[src/rtl/mem_port_arbiter.sv]
// mem_port_arbiter
//   Two-requester arbiter and sequencer in front of the 32-bit data RAM.
//   Port A is the CPU load/store unit and port B is the debug/DMA loader.
//   One access is granted at a time and runs IDLE -> ISSUE -> ACK, which is
//   three cycles. The RAM port is driven from registers. Read data is captured
//   into the winner's rdata. The winner then gets a one-cycle ack.
//   Misaligned accesses and accesses with mode 11 never touch the RAM. They
//   complete with err set.
// Ports
//   clk, clr_n                      clock, asynchronous active-low reset
//   a_req/a_we/a_addr/a_mode/a_wdata port A request fields, held until a_ack
//   a_ack/a_err/a_rdata             port A completion pulse, error, load data
//   b_*                             port B, same meaning as a_*
//   ram_addr/ram_wdata/ram_mode     registered RAM address, data and size
//   ram_we/ram_sel                  registered RAM write enable and select
//   ram_rdata                       combinational RAM read data
//   busy                            high while in ISSUE or ACK
//   owner                           0 = A, 1 = B; current or last granted port
module mem_port_arbiter #(
   parameter int ADDR_W     = 12,
   parameter int DATA_W     = 32,
   parameter int PRIO_FIXED = 0
) (
   input  logic              clk,
   input  logic              clr_n,
   input  logic              a_req,
   input  logic              a_we,
   input  logic [ADDR_W-1:0] a_addr,
   input  logic [1:0]        a_mode,
   input  logic [DATA_W-1:0] a_wdata,
   output logic              a_ack,
   output logic              a_err,
   output logic [DATA_W-1:0] a_rdata,
   input  logic              b_req,
   input  logic              b_we,
   input  logic [ADDR_W-1:0] b_addr,
   input  logic [1:0]        b_mode,
   input  logic [DATA_W-1:0] b_wdata,
   output logic              b_ack,
   output logic              b_err,
   output logic [DATA_W-1:0] b_rdata,
   output logic [ADDR_W-1:0] ram_addr,
   output logic [DATA_W-1:0] ram_wdata,
   output logic [1:0]        ram_mode,
   output logic              ram_we,
   output logic              ram_sel,
   input  logic [DATA_W-1:0] ram_rdata,
   output logic              busy,
   output logic              owner
);

   typedef enum logic [1:0] {
      ST_IDLE  = 2'd0,
      ST_ISSUE = 2'd1,
      ST_ACK   = 2'd2
   } state_t;

   // Flags mode 11, and half or word accesses that are not naturally aligned.
   function automatic logic access_err(input logic [1:0] mode, input logic [1:0] lo);
      logic bad;
      case (mode)
         2'b00:   bad = 1'b0;
         2'b01:   bad = lo[0];
         2'b10:   bad = (lo != 2'b00);
         default: bad = 1'b1;
      endcase
      return bad;
   endfunction

   state_t              state_r, state_s;
   logic                grant_s, grant_b_s;
   logic                win_we_s, win_err_s;
   logic [ADDR_W-1:0]   win_addr_s;
   logic [1:0]          win_mode_s;
   logic [DATA_W-1:0]   win_wdata_s;

   logic [ADDR_W-1:0]   ram_addr_r;
   logic [DATA_W-1:0]   ram_wdata_r, a_rdata_r, b_rdata_r;
   logic [1:0]          ram_mode_r;
   logic                ram_we_r, ram_sel_r, busy_r, owner_r;
   logic                we_lat_r, err_lat_r;
   logic                a_ack_r, a_err_r, b_ack_r, b_err_r;

   // Next-state logic and selection of the winning request.
   always_comb begin
      state_s   = state_r;
      grant_s   = 1'b0;
      grant_b_s = 1'b0;
      case (state_r)
         ST_IDLE: begin
            if (a_req && b_req) begin
               grant_s = 1'b1;
               if (PRIO_FIXED != 0) begin
                  grant_b_s = 1'b0;
               end else begin
                  // On a tie, the port that did not win last time is granted.
                  grant_b_s = ~owner_r;
               end
            end else if (a_req) begin
               grant_s = 1'b1;
            end else if (b_req) begin
               grant_s   = 1'b1;
               grant_b_s = 1'b1;
            end else begin
               grant_s = 1'b0;
            end
            if (grant_s) begin
               state_s = ST_ISSUE;
            end else begin
               state_s = ST_IDLE;
            end
         end
         ST_ISSUE: state_s = ST_ACK;
         ST_ACK:   state_s = ST_IDLE;
         default:  state_s = ST_IDLE;
      endcase
   end

   // Multiplexes the winner's request fields and checks them for errors.
   always_comb begin
      win_we_s    = grant_b_s ? b_we    : a_we;
      win_addr_s  = grant_b_s ? b_addr  : a_addr;
      win_mode_s  = grant_b_s ? b_mode  : a_mode;
      win_wdata_s = grant_b_s ? b_wdata : a_wdata;
      win_err_s   = access_err(win_mode_s, win_addr_s[1:0]);
   end

   // State register.
   always_ff @(posedge clk or negedge clr_n) begin
      if (!clr_n) begin
         state_r <= ST_IDLE;
      end else begin
         state_r <= state_s;
      end
   end

   // RAM port, ack, err and rdata registers for each phase of an access.
   always_ff @(posedge clk or negedge clr_n) begin
      if (!clr_n) begin
         ram_addr_r  <= {ADDR_W{1'b0}};
         ram_wdata_r <= {DATA_W{1'b0}};
         ram_mode_r  <= 2'b10;
         ram_we_r    <= 1'b0;
         ram_sel_r   <= 1'b0;
         busy_r      <= 1'b0;
         owner_r     <= 1'b1;
         we_lat_r    <= 1'b0;
         err_lat_r   <= 1'b0;
         a_ack_r     <= 1'b0;
         a_err_r     <= 1'b0;
         a_rdata_r   <= {DATA_W{1'b0}};
         b_ack_r     <= 1'b0;
         b_err_r     <= 1'b0;
         b_rdata_r   <= {DATA_W{1'b0}};
      end else begin
         case (state_r)
            ST_IDLE: begin
               if (grant_s) begin
                  ram_addr_r  <= win_addr_s;
                  ram_wdata_r <= win_wdata_s;
                  ram_mode_r  <= win_mode_s;
                  // A rejected access leaves the RAM deselected during ISSUE.
                  ram_sel_r   <= ~win_err_s;
                  ram_we_r    <= win_we_s & ~win_err_s;
                  we_lat_r    <= win_we_s;
                  err_lat_r   <= win_err_s;
                  owner_r     <= grant_b_s;
                  busy_r      <= 1'b1;
               end
            end
            ST_ISSUE: begin
               ram_sel_r <= 1'b0;
               ram_we_r  <= 1'b0;
               if (owner_r) begin
                  b_ack_r <= 1'b1;
                  b_err_r <= err_lat_r;
                  if (!we_lat_r && !err_lat_r) begin
                     b_rdata_r <= ram_rdata;
                  end
               end else begin
                  a_ack_r <= 1'b1;
                  a_err_r <= err_lat_r;
                  if (!we_lat_r && !err_lat_r) begin
                     a_rdata_r <= ram_rdata;
                  end
               end
            end
            ST_ACK: begin
               a_ack_r <= 1'b0;
               a_err_r <= 1'b0;
               b_ack_r <= 1'b0;
               b_err_r <= 1'b0;
               busy_r  <= 1'b0;
            end
            default: begin
               ram_sel_r <= 1'b0;
               ram_we_r  <= 1'b0;
               busy_r    <= 1'b0;
            end
         endcase
      end
   end

   assign ram_addr  = ram_addr_r;
   assign ram_wdata = ram_wdata_r;
   assign ram_mode  = ram_mode_r;
   assign ram_we    = ram_we_r;
   assign ram_sel   = ram_sel_r;
   assign busy      = busy_r;
   assign owner     = owner_r;
   assign a_ack     = a_ack_r;
   assign a_err     = a_err_r;
   assign a_rdata   = a_rdata_r;
   assign b_ack     = b_ack_r;
   assign b_err     = b_err_r;
   assign b_rdata   = b_rdata_r;

endmodule

[config.mk]
export PLATFORM = sky130hd
export DESIGN_NAME = mem_port_arbiter
export DESIGN_NICKNAME = d
export VERILOG_FILES = /design/src/rtl/mem_port_arbiter.sv
export SDC_FILE = /design/constraint.sdc
export NUM_CORES = 1
export LEC_CHECK = 0
export BUFFER_PORTS_ARGS = -buffer_cell sky130_fd_sc_hd__buf_2
export CAP_MARGIN = 25
export CORE_MARGIN = 3
export CORE_UTILIZATION = 43
export CTS_CLUSTER_SIZE = 8
export DETAILED_ROUTE_END_ITERATION = 10
export HOLD_SLACK_MARGIN = 0.05
export PLACE_DENSITY = 0.73
export SLEW_MARGIN = 20
export SYNTH_ARGS = -nofsm -noshare
export SYNTH_HDL_FRONTEND = slang
export SYNTH_SLANG_ARGS = --single-unit
[constraint.sdc]
create_clock -name clk -period 4.79 [get_ports clk]
set_clock_uncertainty 0.2 [all_clocks]
set_input_delay 0.958 -clock clk [delete_from_list [all_inputs] [get_ports clk]]
set_output_delay 0.958 -clock clk [all_outputs]
set_load 0.05 [all_outputs]
---- Yosys cells after proc, flatten, opt, wreduce, memory -nomap -nowiden ----
Cells that the tools add are included.
storage, ports and cells
  bits in registers ....................... 122
  logic and storage cells ................. 72
  output and inout port bits .............. 118
  input bits .............................. 130
cells by class
  equality and inequality tests ........... 7
  muxes and demuxes ....................... 29
  reductions and logical operators ........ 15
  bitwise operators ....................... 5
operators with widths
  operator                                        count
  2-to-1 mux 32 bit                               1
  2-to-1 mux 1 bit                                17
  case mux 1 bit (2 select lines)                 7
  2-to-1 mux 12 bit                               1
  AND reduction 2 bit                             5
  != test 2 bit (second input constant)           3
  AND reduction 3 bit                             2
  == test 2 x 1 -> 1 bit (second input constant)  2
  == test 2 bit (second input constant)           2
  logical NOT 2 bit                               2
  NOT 1 bit                                       4
  case mux 2 bit (2 select lines)                 1
  nonzero test 2 bit                              2
  case mux 1 bit (3 select lines)                 1
  logical AND 1 bit                               2
  logical NOT 1 bit                               2
  2-to-1 mux 2 bit                                1
  AND 1 bit                                       1

---- Depth between registers and ports, before layout ----
  depth in word-level cells ............... 11
  gate-level depth with buffers ........... 8
  gate-level depth less buffers ........... 5

---- Worst setup path after synthesis ----
Ideal clock, no wire load.
  path type ............................... input to register
  start ................................... input port a_req
  end ..................................... register err_lat_r
  required time ........................... 4465 ps
  library setup time ...................... 125 ps
  slack ................................... 2673 ps
  stages on the path ...................... 5
  arrival ................................. 1792 ps
  path buffers ............................ 1
  cell sequence ........................... o21bai_1 > or2_1 > buf_6 > inv_1 > mux2_2
between the ends
  longest elaborated chain between the ends .. 6
  elaborated cells between the ends (all ways) .. 16
  classes of those cells .................. eq/ne (2); mux (10); reduce/logical (4)
RTL lines
  what                                                          RTL line  source
  start, declared                                               26        input logic a_req,
  2-to-1 mux 1 bit / logical AND 1 bit (equally long branches)  99, 91
  2-to-1 mux 1 bit                                              91        if (a_req && b_req) begin
  2-to-1 mux 1 bit                                              89        case (state_r)
  2-to-1 mux 2 bit / 2-to-1 mux 12 bit (equally long branches)  123, 122
  == test 2 bit (tied with other cells)                         61        case (mode)
  case mux 1 bit (3 select lines)                               61
  end signal, assigned                                          166       err_lat_r <= win_err_s;
  end, declared                                                 81        logic we_lat_r, err_lat_r;
Several ways; a longest one is shown, not always the timed one. The select of a mux whose other input is x is not followed.
A chain may end at the register's enable or synchronous reset.

---- Final worst setup path ----
  start ................................... input port a_req
  end ..................................... register ram_wdata_r[10], in the netlist ram_wdata[10]
between the ends
  longest elaborated chain between the ends .. 5
  elaborated cells between the ends (all ways) .. 10
  classes of those cells .................. mux (8); reduce/logical (2)
RTL lines
  what                                                          RTL line  source
  2-to-1 mux 1 bit / logical AND 1 bit (equally long branches)  99, 91
  2-to-1 mux 1 bit                                              91
  2-to-1 mux 1 bit (2 in series)                                89
  AND reduction 2 bit (no source line)                          --
  end signal, assigned                                          141       ram_wdata_r <= {DATA_W{1'b0}};
  end signal, assigned                                          160       ram_wdata_r <= win_wdata_s;
  end, declared                                                 78        logic [DATA_W-1:0] ram_wdata_r, a_rdata_r, b_rdata_r;
Several ways; a longest one is shown, not always the timed one. The select of a mux whose other input is x is not followed.

==> flow_summary.ini <==
[hold_path]
min_path_type = flip-flop to flip-flop

[route]
drt-vias-per-instance = 4.91
finalWirelength_um = 12500
routedWlPerCell_um = 15.8
antenna_left = 0
route.detailed.drc = 0
drt_iter0_drc = 210
vias = 3897
drt-pass1-iter-count = 4

[clock_tree]
cts.repair.resized = 0
cts_max_path_buffers = 2
cts_buffers = 17
worstSkewPairLatency_ns = 0.39
cts_hold_buf = 0
clock_sinks = 122
clk_pin_slew_worst_paths_ns = 0.06
h-tree-depth = 4
cts_tree = done
post_cts.repair.setup_buffers = 0
clock-root-buffer = clkbuf_16

[sta]
rsz0062_at_grt = false
clock.fmax_ghz = 0.391
setup_viol = 0
worst_slew_pin_slew_ns = 0.845
setup_ws_ns = 2.23
maxSlewViolCount = 0
fin_crit_ns = 2.56
relSlewSlack_pct = 43.5
setup-tns-final_ns = 0
hold_viol_final = 0
fin_crit_sh_pct = 53.5

[synth]
seq_area_frac_synth_pct = 60.3
yosys_warnings = 0
synth.area.top_cells = dfrtp_1, mux2_2, mux2i_1, nand2_1, o21ai_1
netlist_instances = 390
synth-async-reset-ratio_pct = 100
ys.flop_type = dfrtp_1
synth-edff-count = 0
synthesis.nets = 520
synth_common_cells = dfrtp_1, mux2_2, nand2_1, mux2i_1, o21ai_1
synth_top_area_share_pct = 59.2
synth_cell_types = 29
synth_area_um2 = 5070
ys_ff_latch = 122
yosysMostFrequentCell = dfrtp_1
synth.largest_area_cell = dfrtp_1
syn_area_per_cell_um2 = 13.0

[grt]
grt_pass1_wl_um = 19800
grt_max_degree = 69
grt_pass1_vias = 4039
grt_use_total_pct = 19.2
antenna_found_initial = 0
gr-total-overflow = 0

[setup_path]
required_ns = 4.86
critPathCaptureType = flip-flop
start_kind = input port
path_class = input port to flip-flop
crit_arrival_ns = 2.63
critPathMaxFanout = 30

[die]
die_y_um = 115
coreArea_um2 = 11500
die_w_um = 115
die-area_um2 = 13100
fp-row-count = 39
ios = 248
start_util_pct = 44.2

[status]
outcome = finished, final reports clean

[placed_design]
port_buffers = 247
place_congestion = 0.775
dp_slack_ns = 1.80
dp_hpwl_um = 9480

[final_layout]
fin_nets = 768
fill_cells = 931
syn_to_final_growth_pct = 37.6
drive_above_1_share_pct = 54.0
antenna_cells = 0

[run]
cap_violations = 0
[sequential cells by signal (all words and copies together), names as in the netlist]
signal     count
ram_sel        1
err_lat_r      1
a_rdata       32
ram_wdata     32
b_ack          1
b_err          1
a_err          1
we_lat_r       1
busy           1
owner          1
a_ack          1
state_r        2
ram_we         1
ram_addr      12
b_rdata       32
ram_mode       2
[cells in the final DEF, fill, tap and decap left out, types with 3 or more instances in the layout]
| cell | synthesis | final |
|---|---|---|
| mux2i_1 | 48 | 48 |
| mux2_2 | 65 | 65 |
| bufinv_16 | 0 | 3 |
| dfrtp_1 | 120 | 120 |
| clkinv_2 | 0 | 4 |
| inv_1 | 3 | 3 |
| nand2_1 | 54 | 54 |
| clkbuf_1 | 1 | 3 |
| clkbuf_16 | 0 | 17 |
| o21ai_1 | 39 | 39 |
| clkbuf_8 | 0 | 3 |
| buf_2 | 12 | 246 |
| buf_4 | 0 | 6 |
| o21ai_0 | 10 | 10 |
[per-stage QoR]
stage          hold WS (ns)  instance area (µm²)  util [%]  cells
2_1_floorplan         0.255                 5070         -    390
6_report              0.271                 6980      60.9    793
3_3_place_gp          0.251                 6380      55.7    762
3_5_place_dp          0.265                 6380      55.7    762
4_1_cts               0.273                 6980      60.9    793
5_1_grt               0.279                 6980      60.9    793
[area by class of cell]
class	instances	area (µm²)	share of cell area, %
Timing Repair Buffer	253	1300	18.6
Sequential cell	122	3060	43.8
Clock inverter	8	118	1.69
Clock buffer	23	478	6.85
Tap cell	143	179	2.56
Multi-Input combinational cell	241	1840	26.4
Inverter	3	11.3	0.161
[critical path: stages]
cell and delay, ns:
buf_2 0.09, a211oi_2 0.06, nand2_2 0.64, buf_4 0.50, mux2i_1 0.27, o21ai_1 0.09
[cells by family (layout without fill, tap and decap cells)]
family / count (synthesis) / after routing / share of synthesized area (%)
flip-flops: 122 / 122 / 60.3
multiplexers: 113 / 113 / 23.9
AO/OA/AOI/OAI: 64 / 64 / 7.16
AND/OR/NAND/NOR: 64 / 64 / 5.26
buffers and inverters: 27 / 287 / 3.43
[worst paths after layout]
path                                     startpoint  slack, ns                   endpoint  cells past startpoint
max                                           a_req       2.23  ram_wdata[10]$_DFFE_PN0P_                      6
min                        ram_wdata[2]$_DFFE_PN0P_       0.27   ram_wdata[2]$_DFFE_PN0P_                      2
max reg2reg                       owner$_DFFE_PN1P_       2.24  ram_wdata[10]$_DFFE_PN0P_                      5
min reg2reg                ram_wdata[2]$_DFFE_PN0P_       0.27   ram_wdata[2]$_DFFE_PN0P_                      2
max in group asynchronous                     clr_n       3.13          owner$_DFFE_PN1P_                      2
min in group asynchronous                     clr_n       0.41     b_rdata[5]$_DFFE_PN0P_                      1
[metal layers]
metal  GRT usage, %  wire (µm)  vias to the layer above
met5              0          0                        -
met4           6.65        235                        0
met3           6.45       1060                       16
met2           30.7       5960                      190
met1           24.4       5250                     1832
li1               -          -                     1859
Power is not shown: default switching activity piles up to over one toggle a cycle in this logic, so the estimate is an artifact.
